--- src/rtl/pcie_fifo.sv ---
// pcie_fifo: synchronous FIFO buffering lane symbols ahead of one input
// of the 2:1 output mux. The read data is registered, and valid_out marks
// a symbol that was popped on the previous edge. The full, empty,
// almost-full and almost-empty flags are decoded from the registered
// occupancy count.
// Optional feature: define PCIE_FIFO_ERROR_EN to build a sticky
// overflow/underflow flag on fifo_error. Without it, fifo_error is tied to 0.
module pcie_fifo #(
    parameter int DATA_WIDTH       = 10,
    parameter int ADDR_WIDTH       = 2,
    parameter int ALMOST_FULL_LVL  = 3,
    parameter int ALMOST_EMPTY_LVL = 1
) (
    input  logic                  clk,
    input  logic                  reset,
    input  logic                  push,
    input  logic [DATA_WIDTH-1:0] data_in,
    input  logic                  pop,
    output logic [DATA_WIDTH-1:0] data_out,
    output logic                  valid_out,
    output logic                  fifo_full,
    output logic                  fifo_empty,
    output logic                  almost_full,
    output logic                  almost_empty,
    output logic                  fifo_error
);

    localparam int DEPTH = 1 << ADDR_WIDTH;
    localparam logic [ADDR_WIDTH:0] DEPTH_C = {1'b1, {ADDR_WIDTH{1'b0}}};
    localparam logic [ADDR_WIDTH:0] AF_LVL_C = (ADDR_WIDTH+1)'(ALMOST_FULL_LVL);
    localparam logic [ADDR_WIDTH:0] AE_LVL_C = (ADDR_WIDTH+1)'(ALMOST_EMPTY_LVL);

    logic [DATA_WIDTH-1:0] mem [DEPTH];

    logic [ADDR_WIDTH-1:0] wr_ptr_q, wr_ptr_d;
    logic [ADDR_WIDTH-1:0] rd_ptr_q, rd_ptr_d;
    logic [ADDR_WIDTH:0]   count_q, count_d;
    logic [DATA_WIDTH-1:0] data_out_q, data_out_d;
    logic                  valid_out_q, valid_out_d;

    logic                  full, empty;
    logic                  wr_en, rd_en;

    // Flags depend only on the registered occupancy.
    assign full  = (count_q == DEPTH_C);
    assign empty = (count_q == '0);

    // A read is accepted whenever data is stored. A write is accepted when
    // there is room. When full, a write is also accepted if a read frees
    // the oldest slot on the same edge. On empty there is no fall-through:
    // a simultaneous pop is an underflow, not a read of the new data.
    assign rd_en = pop && !empty;
    assign wr_en = push && (!full || pop);

    // Compute the next pointer, count and read-data state.
    always_comb begin
        wr_ptr_d    = wr_ptr_q;
        rd_ptr_d    = rd_ptr_q;
        count_d     = count_q;
        data_out_d  = data_out_q;
        valid_out_d = 1'b0;
        if (wr_en) begin
            wr_ptr_d = wr_ptr_q + ADDR_WIDTH'(1);
        end
        if (rd_en) begin
            rd_ptr_d    = rd_ptr_q + ADDR_WIDTH'(1);
            data_out_d  = mem[rd_ptr_q];
            valid_out_d = 1'b1;
        end
        if (wr_en && !rd_en) begin
            count_d = count_q + (ADDR_WIDTH+1)'(1);
        end else if (rd_en && !wr_en) begin
            count_d = count_q - (ADDR_WIDTH+1)'(1);
        end
    end

    // Control and output registers are cleared asynchronously. The
    // storage array is not cleared.
    always_ff @(posedge clk or negedge reset) begin
        if (!reset) begin
            wr_ptr_q    <= '0;
            rd_ptr_q    <= '0;
            count_q     <= '0;
            data_out_q  <= '0;
            valid_out_q <= 1'b0;
        end else begin
            wr_ptr_q    <= wr_ptr_d;
            rd_ptr_q    <= rd_ptr_d;
            count_q     <= count_d;
            data_out_q  <= data_out_d;
            valid_out_q <= valid_out_d;
        end
    end

    // Write the accepted symbol into the storage array.
    always_ff @(posedge clk) begin
        if (wr_en) begin
            mem[wr_ptr_q] <= data_in;
        end
    end

`ifdef PCIE_FIFO_ERROR_EN
    logic error_q, error_d;
    logic overflow, underflow;

    // A push on full is an overflow only when no pop frees a slot.
    assign overflow  = push && full && !pop;
    assign underflow = pop && empty;

    // Once an overflow or underflow is seen, the error flag stays set
    // until reset.
    always_comb begin
        error_d = error_q | overflow | underflow;
    end

    // Register the sticky error flag.
    always_ff @(posedge clk or negedge reset) begin
        if (!reset) begin
            error_q <= 1'b0;
        end else begin
            error_q <= error_d;
        end
    end

    assign fifo_error = error_q;
`else
    assign fifo_error = 1'b0;
`endif

    assign data_out     = data_out_q;
    assign valid_out    = valid_out_q;
    assign fifo_full    = full;
    assign fifo_empty   = empty;
    assign almost_full  = (count_q >= AF_LVL_C);
    assign almost_empty = (count_q <= AE_LVL_C);

endmodule

--- config.mk ---
export PLATFORM = sky130hd
export DESIGN_NAME = pcie_fifo
export DESIGN_NICKNAME = d
export VERILOG_FILES = /design/src/rtl/pcie_fifo.sv
export SDC_FILE = /design/constraint.sdc
export NUM_CORES = 1
export LEC_CHECK = 0
export ABC_CLOCK_PERIOD_IN_PS = 1800
export CAP_MARGIN = 15
export CORE_MARGIN = 2
export CORE_UTILIZATION = 59
export CTS_BUF_LIST = sky130_fd_sc_hd__clkbuf_8
export CTS_CLUSTER_SIZE = 24
export DETAILED_ROUTE_END_ITERATION = 10
export DONT_BUFFER_PORTS = 1
export MAX_ROUTING_LAYER = met4
export PLACE_DENSITY = 0.85
export RECOVER_POWER = 25
export SYNTH_ARGS = -nofsm -noshare
export SYNTH_HDL_FRONTEND = slang
export SYNTH_SLANG_ARGS = --single-unit
--- constraint.sdc ---
create_clock -name clk -period 1.8 [get_ports clk]
set_input_delay 0.09 -clock clk [delete_from_list [all_inputs] [get_ports clk]]
set_output_delay 0.09 -clock clk [all_outputs]
set_load 0.01 [all_outputs]
==> results.yml <==
logic_synthesis:
  synth.top_cell.area_share_pct: 51.1
  synth_seq_cells: 58
  postSynthAreaPerCell_um2: 18.3
  syn_inst: 128
  synth-warning-count: 0
  synthesis.nets: 152
  synth_seq_area_share_pct: 70.3
  syn_area_um2: 2350
  synth.distinct_cells: 22
  top_cell_type_by_total_area_after_synthesis: "sky130_fd_sc_hd__edfxtp_1"
  ys_top_cells_by_area: "sky130_fd_sc_hd__edfxtp_1 (51%), sky130_fd_sc_hd__dfrtp_1 (19%), sky130_fd_sc_hd__mux4_2 (7.7%)"
cts:
  clock_tree.root_cell: "sky130_fd_sc_hd__clkbuf_8"
  cts_made_buffers: 9
  path_clk_slew_ns: 0.06
  post_cts_buffers: 0
  clk_path_buf_depth: 2
  insertion_delay_ns: 0.32
  cts.sinks: 58
  tritoncts: "done"
  htree_levels: 3
setup_path:
  crit_fanout: 7
  worstSetupEndpointType: "register"
  critical_path_arrival_ns: 1.86
  rr_worst_depth: 7
  timing.critical_path.from: "count_q[0]"
  setup_crit_start_kind: "register"
  ws_path_type: "reg -> reg"
  critical_r2r_launch: "count_q[0]"
  r2r_setup_slack_ns: 0.14
  cp_data_required_time_ns: 2.00
  critical_path.reg2reg.endpoint: "count_q[2]"
global_route:
  grt_pass1_vias: 1303
  global_route_wire_length_before_repair_um: 6350
  grt_antenna_before_repair: 0
  grt.overflow.total: 0
  grt_start_max_net_pins: 19
  globalRouteTotalUtil_pct: 22.0
power_and_ir_drop:
  power.density_nw_per_um2: 1640
  power_leakage_nw: 1.08
  irDropWorstVdd_uv: 1000
  total_power_mw: 4.54
routing:
  drc_violation_total_after_the_first_tritonroute_iteration: 47
  met3_length_um: 210
  routedLengthMet1_um: 1550
  route.antenna.remaining_nets: 0
  routedWlPerCell_um: 19.0
  vias: 1154
  detail_route.vias_per_cell: 5.50
  met2RoutedLength_um: 2140
  drc: 0
  drt-pass1-iter-count: 4
  routed.top_layer: "met4"
  postRouteWirelength_um: 4000
placed_design:
  post_dp_cell_area_um2: 2450
  post-place-ws_ns: -0.0607
  routabilityCongestion: 0.700
  dp.final_hpwl_um: 2500
  dp_cells: 182
  placement.io_buffers: 0
sta:
  maxSlewViolCount: 0
  grt_setup_unrepaired: "false"
  hold_viol_final: 0
  min_period_over_period_pct: 92.0
  finalHoldWorstSlack_ns: 0.0466
  setup_violation_total_in_the_final_timing_report: 0
  slew_headroom_pct: 42.1
  tightest_slew_ns: 0.866
  post-route-min-period_ns: 1.66
  final_critical_path_setup_slack_ns: 0.144
  fin_skew_ns: 0.00472
  fmaxAchievable_mhz: 604
layout:
  nFillCells: 232
  area.growth.synth_to_final_pct: 18.0
  final_net_count: 181
  final-instance-count-excl-fill: 210
  final_design_area_no_fill_um2: 2770
  drive_gt1_share_pct: 26.5
  num_antenna_cells: 0
floorplanning:
  initial_utilization_pct: 62.7
  ioPinCount: 30
  fp-row-count: 22
  die_area_um2: 4500
  die_h_um: 67.1
  core_area_um2: 3740
  chipWidth_um: 67.1
flow_run:
  timing.max_cap.violations: 0
worst_hold_path:
  min_to: "wr_ptr_q[0]"
  worst_hold_path.num_cells: 2
  holdCritPathClass: "in -> reg"
  min-delay-start: "push"
run_status:
  result_of_the_run: "completed"
-- cell type report --
| type | count | area, µm² | area share (%) |
|---|---|---|---|
| multi-input cells | 58 | 656 | 23.7 |
| flip-flops and latches | 58 | 1650 | 59.6 |
| repair buffers | 22 | 195 | 7.04 |
| clock inverters | 7 | 55.1 | 1.99 |
| inverters | 8 | 30.0 | 1.08 |
| clock buffers | 9 | 124 | 4.47 |
| well taps | 48 | 60.1 | 2.17 |
-- cells in the mapped netlist --
master,number
sky130_fd_sc_hd__a21oi_1,2
sky130_fd_sc_hd__and2_1,4
sky130_fd_sc_hd__buf_2,1
sky130_fd_sc_hd__buf_4,2
sky130_fd_sc_hd__buf_6,1
sky130_fd_sc_hd__conb_1,1
sky130_fd_sc_hd__dfrtp_1,18
sky130_fd_sc_hd__edfxtp_1,40
sky130_fd_sc_hd__ha_1,10
sky130_fd_sc_hd__inv_1,8
sky130_fd_sc_hd__mux2_2,11
sky130_fd_sc_hd__mux4_1,2
sky130_fd_sc_hd__mux4_2,8
sky130_fd_sc_hd__nand2_1,3
sky130_fd_sc_hd__nand2b_1,1
sky130_fd_sc_hd__nand3_1,1
sky130_fd_sc_hd__nor2_1,4
sky130_fd_sc_hd__nor2b_1,1
sky130_fd_sc_hd__o21a_1,1
sky130_fd_sc_hd__o21ai_0,4
sky130_fd_sc_hd__xnor2_1,4
sky130_fd_sc_hd__xor2_1,1
-- flip-flops by register name, summed over array words and instances, names as in the netlist --
name / cells
mem: 40
data_out: 10
count_q: 3
rd_ptr_q: 2
wr_ptr_q: 2
valid_out: 1
-- how the worst max path moves through the flow --
| stage | endpoint | slack [ns] | cells past startpoint |
|---|---|---|---|
| 2_1_floorplan | count_q[2] | 0.06 | 8 |
| 3_3_place_gp | count_q[2] | 0.14 | 7 |
| 3_5_place_dp | count_q[2] | -0.06 | 7 |
| 4_1_cts | count_q[2] | 0.02 | 7 |
| 5_1_grt | count_q[2] | 0.004 | 7 |
| 6_report | count_q[2] | 0.14 | 7 |
-- through the flow --
step	utilization, %	TNS, ns
finish	74.0	0
global route	74.0	0
CTS	73.8	0
detailed placement	65.5	-0.0607
global placement	65.5	0
floorplan	-	0
-- where the power goes --
group          switching (mW)  total (mW)  internal (mW)
clock                   0.457        1.07          0.614
sequential              0.312        2.15           1.84
combinational           0.609        1.32          0.707
-- worst max-delay path, cell delays in order, from the launching register on --
cell	delay, ns
sky130_fd_sc_hd__dfrtp_1	0.37
sky130_fd_sc_hd__inv_1	0.12
sky130_fd_sc_hd__ha_1	0.19
sky130_fd_sc_hd__nand2_1	0.09
sky130_fd_sc_hd__o21a_4	0.24
sky130_fd_sc_hd__ha_4	0.26
sky130_fd_sc_hd__o21ai_1	0.15
sky130_fd_sc_hd__o21ai_0	0.10
-- cell families (layout without fill, tap and decap cells) --
| family | after synthesis | after routing | share of synthesized area [%] |
|---|---|---|---|
| and+or+nand+nor | 14 | 14 | 2.93 |
| buffers and inverters | 12 | 46 | 2.61 |
| adders and majority gates | 10 | 10 | 5.33 |
| xor gates and xnor gates | 5 | 5 | 1.86 |
| other | 1 | 1 | 0.160 |
| DFF | 58 | 58 | 70.3 |
| muxes | 21 | 21 | 15.2 |
| AOI/OAI and AO/OA | 7 | 7 | 1.60 |
-- timing repair --
item | CTS | global route
resized for setup | 1 | 3
hold endpoints to repair | 59 | 0
hold buffers | 12 | 0
endpoints found under the setup margin | 1 | 41
-- metal layers --
metal,GRT usage (%),up-vias
met2,35.6,31
met1,23.7,583
met4,12.2,0
li1,-,530
met5,-,-
met3,7.26,10
-- cell usage in the layout, fill, tap and decap left out --
cell,count
sky130_fd_sc_hd__a21oi_1,2
sky130_fd_sc_hd__and2_1,4
sky130_fd_sc_hd__buf_4,10
sky130_fd_sc_hd__bufinv_16,1
sky130_fd_sc_hd__clkbuf_8,9
sky130_fd_sc_hd__clkinv_1,1
sky130_fd_sc_hd__clkinv_2,2
sky130_fd_sc_hd__conb_1,1
sky130_fd_sc_hd__dfrtp_1,18
sky130_fd_sc_hd__dlygate4sd3_1,12
sky130_fd_sc_hd__edfxtp_1,40
sky130_fd_sc_hd__ha_1,9
sky130_fd_sc_hd__ha_4,1
sky130_fd_sc_hd__inv_1,11
sky130_fd_sc_hd__mux2_2,11
sky130_fd_sc_hd__mux4_1,2
sky130_fd_sc_hd__mux4_2,8
sky130_fd_sc_hd__nand2_1,3
sky130_fd_sc_hd__nand2b_1,1
sky130_fd_sc_hd__nand3_1,1
sky130_fd_sc_hd__nor2_1,4
sky130_fd_sc_hd__nor2b_1,1
sky130_fd_sc_hd__o21a_4,1
sky130_fd_sc_hd__o21ai_0,3
sky130_fd_sc_hd__o21ai_1,1
sky130_fd_sc_hd__xnor2_1,4
sky130_fd_sc_hd__xor2_1,1
(Power assumes the default switching activity.)
